### src/rtl/sat_arith_pkg.sv
`default_nettype none
// ============================================================================
//  Module      : sat_arith_pkg
//  Description : Shared saturating-arithmetic definitions: signed limits for
//                the default datapath width, accumulator FSM state type and a
//                reference saturating add function.
//  Revision    : 1.0 - initial release
// ============================================================================
package sat_arith_pkg;

  // Default datapath width; the limits below are derived from it.
  localparam int SAT_W = 4;

  // Largest positive and most negative two's-complement values at SAT_W.
  localparam logic [SAT_W-1:0] MAX_POS = {1'b0, {(SAT_W-1){1'b1}}};
  localparam logic [SAT_W-1:0] MIN_NEG = {1'b1, {(SAT_W-1){1'b0}}};

  // ACC collects samples, HOLD presents the finished frame sum.
  typedef enum logic {
    ACC  = 1'b0,
    HOLD = 1'b1
  } state_t;

  // Saturating signed add at SAT_W; ovf flags a clamped result.
  function automatic logic [SAT_W-1:0] sat_add(
    input  logic [SAT_W-1:0] a,
    input  logic [SAT_W-1:0] b,
    output logic             ovf
  );
    logic [SAT_W-1:0] sum;
    sum = a + b;
    ovf = (a[SAT_W-1] == b[SAT_W-1]) && (sum[SAT_W-1] != a[SAT_W-1]);
    if (ovf) begin
      sat_add = a[SAT_W-1] ? MIN_NEG : MAX_POS;
    end else begin
      sat_add = sum;
    end
  endfunction

endpackage : sat_arith_pkg
`default_nettype wire

### src/rtl/signed_sat_add_w.sv
`default_nettype none
// ============================================================================
//  Module      : signed_sat_add_w
//  Description : Combinational W-bit signed saturating adder. Clamps to the
//                positive/negative limit when equal-sign operands produce a
//                result of the opposite sign, and reports that as ovf.
//  Revision    : 1.0 - initial release
// ============================================================================
module signed_sat_add_w #(
  parameter int W = 4
) (
  input  logic [W-1:0] a,
  input  logic [W-1:0] b,
  output logic [W-1:0] y,
  output logic         ovf
);

  localparam logic [W-1:0] C_MAX_POS = {1'b0, {(W-1){1'b1}}};
  localparam logic [W-1:0] C_MIN_NEG = {1'b1, {(W-1){1'b0}}};

  logic [W-1:0] w_sum;
  logic         w_ovf;

  // Wrapping sum, overflow detection from operand/result signs, then clamp.
  always_comb begin
    w_sum = a + b;
    w_ovf = (a[W-1] == b[W-1]) && (w_sum[W-1] != a[W-1]);
    y     = w_sum;
    if (w_ovf) begin
      y = a[W-1] ? C_MIN_NEG : C_MAX_POS;
    end
  end

  assign ovf = w_ovf;

endmodule : signed_sat_add_w
`default_nettype wire

### src/rtl/sat_accum_frame.sv
`default_nettype none
// ============================================================================
//  Module      : sat_accum_frame
//  Description : Streaming signed frame accumulator with per-step saturation.
//                Collects up to LEN samples (or fewer, ending on in_last),
//                then holds the saturated sum, sticky saturation flag and
//                sample count on a valid/ready output until accepted.
//  Revision    : 1.0 - initial release
// ============================================================================
module sat_accum_frame
  import sat_arith_pkg::*;
#(
  parameter int W   = 4,
  parameter int LEN = 4
) (
  input  logic                       clk,
  input  logic                       rst_n,
  input  logic                       in_valid,
  output logic                       in_ready,
  input  logic [W-1:0]               in_data,
  input  logic                       in_last,
  output logic                       out_valid,
  input  logic                       out_ready,
  output logic [W-1:0]               out_data,
  output logic                       out_sat,
  output logic [$clog2(LEN+1)-1:0]   out_count
);

  localparam int CW = $clog2(LEN + 1);

  state_t          r_state;
  state_t          w_state_nxt;
  logic [W-1:0]    r_acc;
  logic [CW-1:0]   r_count;
  logic            r_sat;

  logic [W-1:0]    w_sum;
  logic            w_ovf;
  logic            w_take;
  logic            w_frame_end;
  logic            w_release;

  // The single adder in the accumulate loop: running total plus new sample.
  signed_sat_add_w #(
    .W (W)
  ) u_add (
    .a   (r_acc),
    .b   (in_data),
    .y   (w_sum),
    .ovf (w_ovf)
  );

  assign in_ready    = (r_state == ACC);
  assign out_valid   = (r_state == HOLD);
  assign w_take      = in_valid && in_ready;
  // Last slot of the frame is reached when this transfer makes LEN samples.
  assign w_frame_end = w_take && (in_last || (r_count == CW'(LEN - 1)));
  assign w_release   = (r_state == HOLD) && out_ready;

  assign out_data  = r_acc;
  assign out_sat   = r_sat;
  assign out_count = r_count;

  // State register.
  always_ff @(posedge clk or negedge rst_n) begin
    if (!rst_n) begin
      r_state <= ACC;
    end else begin
      r_state <= w_state_nxt;
    end
  end

  // Next state: close the frame on its final sample, reopen on handshake.
  always_comb begin
    w_state_nxt = r_state;
    case (r_state)
      ACC:     if (w_frame_end) w_state_nxt = HOLD;
      HOLD:    if (out_ready)   w_state_nxt = ACC;
      default: w_state_nxt = ACC;
    endcase
  end

  // Accumulator, sample counter and sticky saturation flag; the result
  // registers double as the held output, so they only clear on handshake.
  always_ff @(posedge clk or negedge rst_n) begin
    if (!rst_n) begin
      r_acc   <= '0;
      r_count <= '0;
      r_sat   <= 1'b0;
    end else if (w_take) begin
      r_acc   <= w_sum;
      r_count <= r_count + CW'(1);
      r_sat   <= r_sat | w_ovf;
    end else if (w_release) begin
      r_acc   <= '0;
      r_count <= '0;
      r_sat   <= 1'b0;
    end
  end

endmodule : sat_accum_frame
`default_nettype wire

### config.mk
export PLATFORM = sky130hd
export DESIGN_NAME = sat_accum_frame
export DESIGN_NICKNAME = d
export VERILOG_FILES = /design/src/rtl/sat_arith_pkg.sv /design/src/rtl/signed_sat_add_w.sv /design/src/rtl/sat_accum_frame.sv
export SDC_FILE = /design/constraint.sdc
export NUM_CORES = 1
export LEC_CHECK = 0
export CAP_MARGIN = 0
export CORE_MARGIN = 2
export CORE_UTILIZATION = 39
export DETAILED_ROUTE_END_ITERATION = 6
export PLACE_DENSITY = 0.73
export SKIP_CTS_REPAIR_TIMING = 1
export SLEW_MARGIN = 5
export SYNTH_ARGS = -nofsm -noshare
export SYNTH_HDL_FRONTEND = slang
export SYNTH_SLANG_ARGS = --single-unit
### constraint.sdc
create_clock -name clk -period 1.5 [get_ports clk]
set_clock_uncertainty 0.2 [all_clocks]
set_input_delay 0.3 -clock clk [delete_from_list [all_inputs] [get_ports clk]]
set_output_delay 0.3 -clock clk [all_outputs]
set_load 0.01 [all_outputs]
==> insert_results.sql, run 1 <==
INSERT INTO impl_metrics (metric_group, metric, value, unit) VALUES
('status', 'run_status', 'finished with violations', ''),
('status', 'violations_in_the_final_reports', 'negative setup slack', ''),
('yosys', 'syn_avg_cell_area', '10.0', 'um^2'),
('sta', 'whs', '133', 'ps'),
('power', 'power.leakage', '0.518', 'nW'),
('yosys', 'postSynthNetCount', '72', ''),
('routing', 'drt-total-wl', '1.40', 'mm'),
('yosys', 'synth_compound_area_share', '17.8', '%'),
('flow_run', 'timing.max_cap.violations', '0', ''),
('setup_path', 'data_required_time_at_the_worst_endpoint', '1430', 'ps'),
('yosys', 'synth_simple_gate_area_share', '16.7', '%'),
('yosys', 'yosys.area_share.adder', '14.5', '%'),
('final_layout', 'fraction_of_final_layout_cells_sized_beyond_drive_strength_1', '30.7', '%'),
('routing', 'via_per_inst', '5.16', ''),
('yosys', 'synth_warnings', '0', ''),
('global_route', 'number_of_antenna_violations_at_the_first_check_in_global_routing', '0', ''),
('final_layout', 'mostFrequentLayoutCells', '10 x sky130_fd_sc_hd__dlymetal6s2s_1, 10 x sky130_fd_sc_hd__buf_4, 9 x sky130_fd_sc_hd__dfrtp_1', ''),
('global_route', 'grt_max_degree', '10', ''),
('place', 'dpl.hpwl', '1.05', 'mm'),
('setup_path', 'crit_path_start_kind', 'flip-flop', ''),
('sta', 'period_share', '116', '%'),
('place', 'dp.cells', '98', ''),
('place', 'io_buffers', '18', ''),
('floorplan', 'floorplan.die_area', '1790', 'um^2'),
('final_layout', 'layout-area-overhead-vs-synth', '62.3', '%'),
('floorplan', 'die-width', '42.3', 'um'),
('setup_path', 'arrival', '1670', 'ps'),
('sta', 'maxSlewViolCount', '0', ''),
('cts', 'cts-root-buf', 'sky130_fd_sc_hd__clkbuf_4', ''),
('sta', 'highest_clock_rate', '573', 'MHz'),
('routing', 'drt_iter0_drc', '9', ''),
('global_route', 'grt-ovfl-total', '0', ''),
('power', 'power_density', '1600', 'nW/um^2'),
('cts', 'tritoncts.num_buffers', '3', ''),
('yosys', 'synth_sequential_area_ratio', '39.5', '%'),
('setup_path', 'crit_path_end_kind', 'flip-flop', ''),
('routing', 'firstDrtPassIters', '4', ''),
('min_path', 'hold_path_class', 'in -> async', ''),
('place', 'globalplace.congestion', '0.726', ''),
('yosys', 'synth.largest_area_cell', 'sky130_fd_sc_hd__dfrtp_1', ''),
('cts', 'clock_tree_from_tritoncts', 'done', ''),
('setup_path', 'rr_worst_depth', '4', ''),
('setup_path', 'setup.worst_path.class', 'reg -> reg', ''),
('final_layout', 'n_antenna_cell', '0', ''),
('cts', 'clk_latency', '270', 'ps'),
('sta', 'worst_slack', '-246', 'ps'),
('power', 'vdd_ir_drop_max', '785', 'uV'),
('final_layout', 'multiInputGateArea', '359', 'um^2'),
('cts', 'clock_path_buffers', '2', ''),
('sta', 'final.min_clock_period', '1750', 'ps'),
('yosys', 'synth_top_area_share', '39.5', '%'),
('cts', 'htree_levels', '1', ''),
('place', 'dpl-instance-area', '837', 'um^2'),
('floorplan', 'floorplan.die.height', '42.3', 'um'),
('yosys', 'synthArstFlopShare', '100', '%'),
('final_layout', 'fillerInstances', '93', ''),
('yosys', 'synthTopCellsByArea', 'sky130_fd_sc_hd__dfrtp_1 39%, sky130_fd_sc_hd__ha_1 11%, sky130_fd_sc_hd__nand2_1 5.3%', ''),
('setup_path', 'path_max_fanout', '5', ''),
('sta', 'final_number_of_setup_violating_endpoints', '5', ''),
('yosys', 'synthMuxAreaShare', '3.51', '%'),
('yosys', 'synth-edff-count', '0', ''),
('floorplan', 'fp-row-count', '13', ''),
('sta', 'rsz_0062_raised_after_global_routing', 'yes', ''),
('yosys', 'netlist_area', '571', 'um^2'),
('global_route', 'first_global_vias', '486', ''),
('global_route', 'grt_first_pass_wirelength', '2.17', 'mm'),
('sta', 'fin_tns_setup', '-1090', 'ps'),
('yosys', 'dominant_combinational_cell_family_by_area_after_synthesis', 'compound AO/OA/AOI/OAI gates', ''),
('cts', 'cts.sink_count', '9', ''),
('routing', 'via_count', '531', ''),
('routing', 'post_drt_wl_per_cell', '13.6', 'um');
[critical path: stages (launching register included)]
cell and delay (ps):
sky130_fd_sc_hd__dfrtp_1 380, sky130_fd_sc_hd__ha_1 310, sky130_fd_sc_hd__a211o_4 370, sky130_fd_sc_hd__nand4b_1 210, sky130_fd_sc_hd__o311ai_1 140
[cell families (layout without fill, tap and decap cells)]
logic type,Yosys count,count (layout)
compound gates,14,14
xor+xnor,1,1
fa+ha+maj,6,6
buf+inv,8,39
flops,9,9
mux,2,2
simple gates,17,17
[power breakdown]
part | switching, mW | internal [mW]
Clock | 0.0885 | 0.103
Sequential | 0.0740 | 0.340
Combinational | 0.396 | 0.477
Total | 0.558 | 0.920
[per-layer routing]
layer,global-route usage (%),share of wire [%]
met5,0,0
met4,6.25,0.79
met3,6.90,4.4
met2,23.7,45
met1,21.4,50
[registers in the layout, summed over array words and instances, names as in the netlist]
signal and cells:
out_valid 1, out_data 4, out_sat 1, out_count 3
[synthesized netlist by cell type (2+ instances only)]
cell type                  number
sky130_fd_sc_hd__dfrtp_1        9
sky130_fd_sc_hd__nand2_1        8
sky130_fd_sc_hd__nand3b_1       3
sky130_fd_sc_hd__ha_1           5
sky130_fd_sc_hd__o311ai_0       3
sky130_fd_sc_hd__mux2i_1        2
sky130_fd_sc_hd__inv_1          7
sky130_fd_sc_hd__o21ai_0        4
sky130_fd_sc_hd__a21oi_1        2
sky130_fd_sc_hd__nor2_1         2
[final cells by class]
class                           count  share of cell area, %
Sequential cell                     9                   24.3
Inverter                            7                   2.84
Clock buffer                        4                   2.84
Timing Repair Buffer               28                   29.2
Multi-Input combinational cell     40                   38.8
Tap cell                           15                   2.03
[final timing paths]
kind / slack, ps / start / endpoint
max in group asynchronous: 670 / rst_n / out_count[1]
worst min-delay path: 130 / rst_n / out_data[2]
worst max register to register: -250 / out_data[1] / out_data[1]
min in group clk: 300 / out_count[2] / out_count[2]
worst min register to register: 300 / out_count[2] / out_count[2]
worst max-delay path: -250 / out_data[1] / out_data[1]
[metrics by stage]
| step | util [%] | power (mW) |
|---|---|---|
| floorplan | - | 0.835 |
| global placement | 62.8 | 1.21 |
| detailed placement | 62.8 | 1.23 |
| CTS | 64.7 | 1.43 |
| global route | 69.4 | 1.60 |
| finish | 69.4 | 1.48 |
Note: power is estimated with default switching activity, not from simulation.
==> inputs of run 2 (changes only) <==
--- a/config.mk
+++ b/config.mk
@@ -8,6 +8,7 @@
 export CAP_MARGIN = 0
 export CORE_MARGIN = 2
 export CORE_UTILIZATION = 39
+export CTS_CLUSTER_DIAMETER = 120
 export DETAILED_ROUTE_END_ITERATION = 6
 export PLACE_DENSITY = 0.73
 export SKIP_CTS_REPAIR_TIMING = 1
==> results of run 2 <==
The final DEF is identical to that of run 1; final timing and power are the same.
==> inputs of run 3 (changes only) <==
--- a/config.mk
+++ b/config.mk
@@ -6,11 +6,15 @@
 export NUM_CORES = 1
 export LEC_CHECK = 0
 export CAP_MARGIN = 0
+export CELL_PAD_IN_SITES_DETAIL_PLACEMENT = 1
+export CELL_PAD_IN_SITES_GLOBAL_PLACEMENT = 1
+export CORE_ASPECT_RATIO = 1.2
 export CORE_MARGIN = 2
-export CORE_UTILIZATION = 39
+export CORE_UTILIZATION = 29
 export CTS_CLUSTER_DIAMETER = 120
 export DETAILED_ROUTE_END_ITERATION = 6
-export PLACE_DENSITY = 0.73
+export HOLD_SLACK_MARGIN = 0.02
+export PLACE_DENSITY_LB_ADDON = 0.1
 export SKIP_CTS_REPAIR_TIMING = 1
 export SLEW_MARGIN = 5
 export SYNTH_ARGS = -nofsm -noshare
==> run 3 against run 2 <==
The run still ends with negative setup slack left. Sequential share of layout area rose by 1.3 points. Core utilization fell by 22 points. Sequential cell count unchanged. Final area decreased by 5.0%. Worst hold slack worse by 2.0 ps. Largest cell class unchanged.
==> insert_results.sql, run 3 (synthesized netlist as in run 1, its figures left out) <==
INSERT INTO impl_metrics (metric_group, metric, value, unit) VALUES
('sta', 'maxSlewViolCount', '0', ''),
('final_layout', 'layout-area-overhead-vs-synth', '54.2', '%'),
('routing', 'firstDrtPassIters', '3', ''),
('sta', 'worst_slack', '-187', 'ps'),
('setup_path', 'data_required_time_at_the_worst_endpoint', '1500', 'ps'),
('final_layout', 'fin_area', '880', 'um^2'),
('floorplan', 'floorplan.die_area', '2340', 'um^2'),
('sta', 'finalHoldViolCount', '0', ''),
('floorplan', 'floorplan.die.height', '52.6', 'um'),
('cts', 'clk_latency', '260', 'ps'),
('setup_path', 'crit_path_end_kind', 'flip-flop', ''),
('setup_path', 'setup.worst_path.class', 'in -> reg', ''),
('routing', 'post_drt_wl_per_cell', '13.7', 'um'),
('routing', 'drcViolationCount', '0', ''),
('floorplan', 'core-area', '1850', 'um^2'),
('final_layout', 'mostFrequentLayoutCells', '11 x sky130_fd_sc_hd__dlymetal6s2s_1, 9 x sky130_fd_sc_hd__dfrtp_1, 8 x sky130_fd_sc_hd__nand2_1', ''),
('final_layout', 'fraction_of_final_layout_cells_sized_beyond_drive_strength_1', '23.5', '%'),
('final_layout', 'multiInputGateArea', '323', 'um^2'),
('floorplan', 'fp-row-count', '17', ''),
('cts', 'cts.sink_count', '9', ''),
('sta', 'rsz_0062_raised_after_global_routing', 'yes', ''),
('cts', 'tritoncts.num_buffers', '3', ''),
('final_layout', 'largest_register_ffs', '4', ''),
('place', 'dp.cells', '100', ''),
('setup_path', 'critical_path.cell_chain', 'clkdlybuf4s50_1 -> ha_1 -> or2_4 -> a311oi_1 -> or3_1', ''),
('setup_path', 'crit_path_start_kind', 'primary input', ''),
('final_layout', 'n_antenna_cell', '0', ''),
('cts', 'cts-root-buf', 'sky130_fd_sc_hd__clkbuf_4', ''),
('global_route', 'grt_max_degree', '10', ''),
('place', 'placement.setup.worst_slack', '-538', 'ps'),
('place', 'globalplace.congestion', '0.703', ''),
('place', 'dpl-instance-area', '827', 'um^2'),
('setup_path', 'cp_top_family', 'simple AND/OR/NAND/NOR gates', ''),
('setup_path', 'critPathSlowestCell', 'sky130_fd_sc_hd__clkdlybuf4s50_1', ''),
('sta', 'tightestPinTransition', '408', 'ps'),
('floorplan', 'io-pin-count', '19', ''),
('floorplan', 'die-width', '44.5', 'um'),
('global_route', 'grt_first_pass_wirelength', '2.48', 'mm'),
('sta', 'highest_clock_rate', '593', 'MHz'),
('routing', 'via_count', '532', ''),
('sta', 'period_share', '112', '%'),
('setup_path', 'arrival', '1680', 'ps'),
('final_layout', 'fillerInstances', '209', ''),
('place', 'io_buffers', '18', ''),
('routing', 'ant_nets_after_route', '0', ''),
('cts', 'clock_path_buffers', '2', ''),
('cts', 'clkTransAtPathRegs', '60', 'ps'),
('power', 'power.leakage', '0.515', 'nW'),
('status', 'run_status', 'finished with violations', ''),
('final_layout', 'leading_cell_type_in_the_layout_fill_and_taps_excluded', 'sky130_fd_sc_hd__dlymetal6s2s_1', ''),
('global_route', 'grt-ovfl-total', '0', ''),
('cts', 'htree_levels', '1', ''),
('setup_path', 'path_max_fanout', '5', ''),
('place', 'dpl.hpwl', '1.16', 'mm'),
('cts', 'clock_tree_from_tritoncts', 'done', ''),
('sta', 'final_number_of_setup_violating_endpoints', '5', ''),
('power', 'vdd_ir_drop_max', '656', 'uV'),
('sta', 'final.min_clock_period', '1690', 'ps'),
('routing', 'drt-total-wl', '1.43', 'mm'),
('final_layout', 'area_of_all_sequential_standard_cells', '225', 'um^2'),
('min_path', 'hold_path_class', 'in -> async', ''),
('global_route', 'first_global_vias', '557', ''),
('flow_run', 'timing.max_cap.violations', '0', ''),
('setup_path', 'crit_path_max_incr_delay', '400', 'ps'),
('sta', 'relSlewSlack', '72.7', '%'),
('power', 'power_density', '1580', 'nW/um^2'),
('global_route', 'number_of_antenna_violations_at_the_first_check_in_global_routing', '0', ''),
('sta', 'fin_tns_setup', '-844', 'ps'),
('final_layout', 'layoutNonFillerInstCount', '104', ''),
('floorplan', 'initial_core_utilization', '30.8', '%'),
('global_route', 'groute.usage.overall', '15.2', '%'),
('routing', 'drt_iter0_drc', '1', ''),
('status', 'violations_in_the_final_reports', 'negative setup slack', ''),
('setup_path', 'worstPathBufferInverterCount', '1', ''),
('routing', 'via_per_inst', '5.12', ''),
('final_layout', 'final_nets', '101', '');
## run 3: cell types whose count changed in the layout (fill, tap and decap cells not counted), sizes merged
cell          previous run  this run
buf                     10         7
clkbuf                   6         5
dlymetal6s2s            10        11
## run 3: routing by layer
metal / track usage, % / wire [um] / up-vias
li1: - / - / 259
met1: 18.9 / 624 / 257
met2: 23.2 / 707 / 11
met3: 5.86 / 72 / 5
met4: 6.06 / 24 / 0
met5: 0 / 0 / -
## run 3: stage by stage
stage                     hold WS [ps]  total power [mW]  util (%)
after floorplan                   -196             0.835         -
after global placement             294              1.24      44.7
after detailed placement           300              1.25      44.7
after CTS                          139              1.45      46.1
after global routing               156              1.52      47.5
final                              131              1.39      47.5
## run 3: final timing paths
| kind | start | endpoint | slack [ps] | depth (start not counted) |
|---|---|---|---|---|
| min | rst_n | out_count[2] | 130 | 1 |
| max in group asynchronous | rst_n | out_valid | 680 | 1 |
| max | in_data[2] | out_data[3] | -190 | 5 |
| min in group clk | out_sat | out_sat | 310 | 2 |
| min reg2reg | out_sat | out_sat | 310 | 2 |
| max reg2reg | out_data[2] | out_data[3] | -160 | 4 |
## run 3: final cells by class
class                           count  area share, %
Inverter                            7           2.99
Sequential cell                     9           25.6
Timing Repair Buffer               25           29.0
Tap cell                           19           2.70
Clock buffer                        4           2.99
Multi-Input combinational cell     40           36.7
## run 3: where the power goes
group	total [mW]	internal [mW]	switching, mW
logic	0.786	0.427	0.359
registers	0.414	0.340	0.0744
clock network	0.186	0.102	0.0837
total	1.39	0.869	0.517
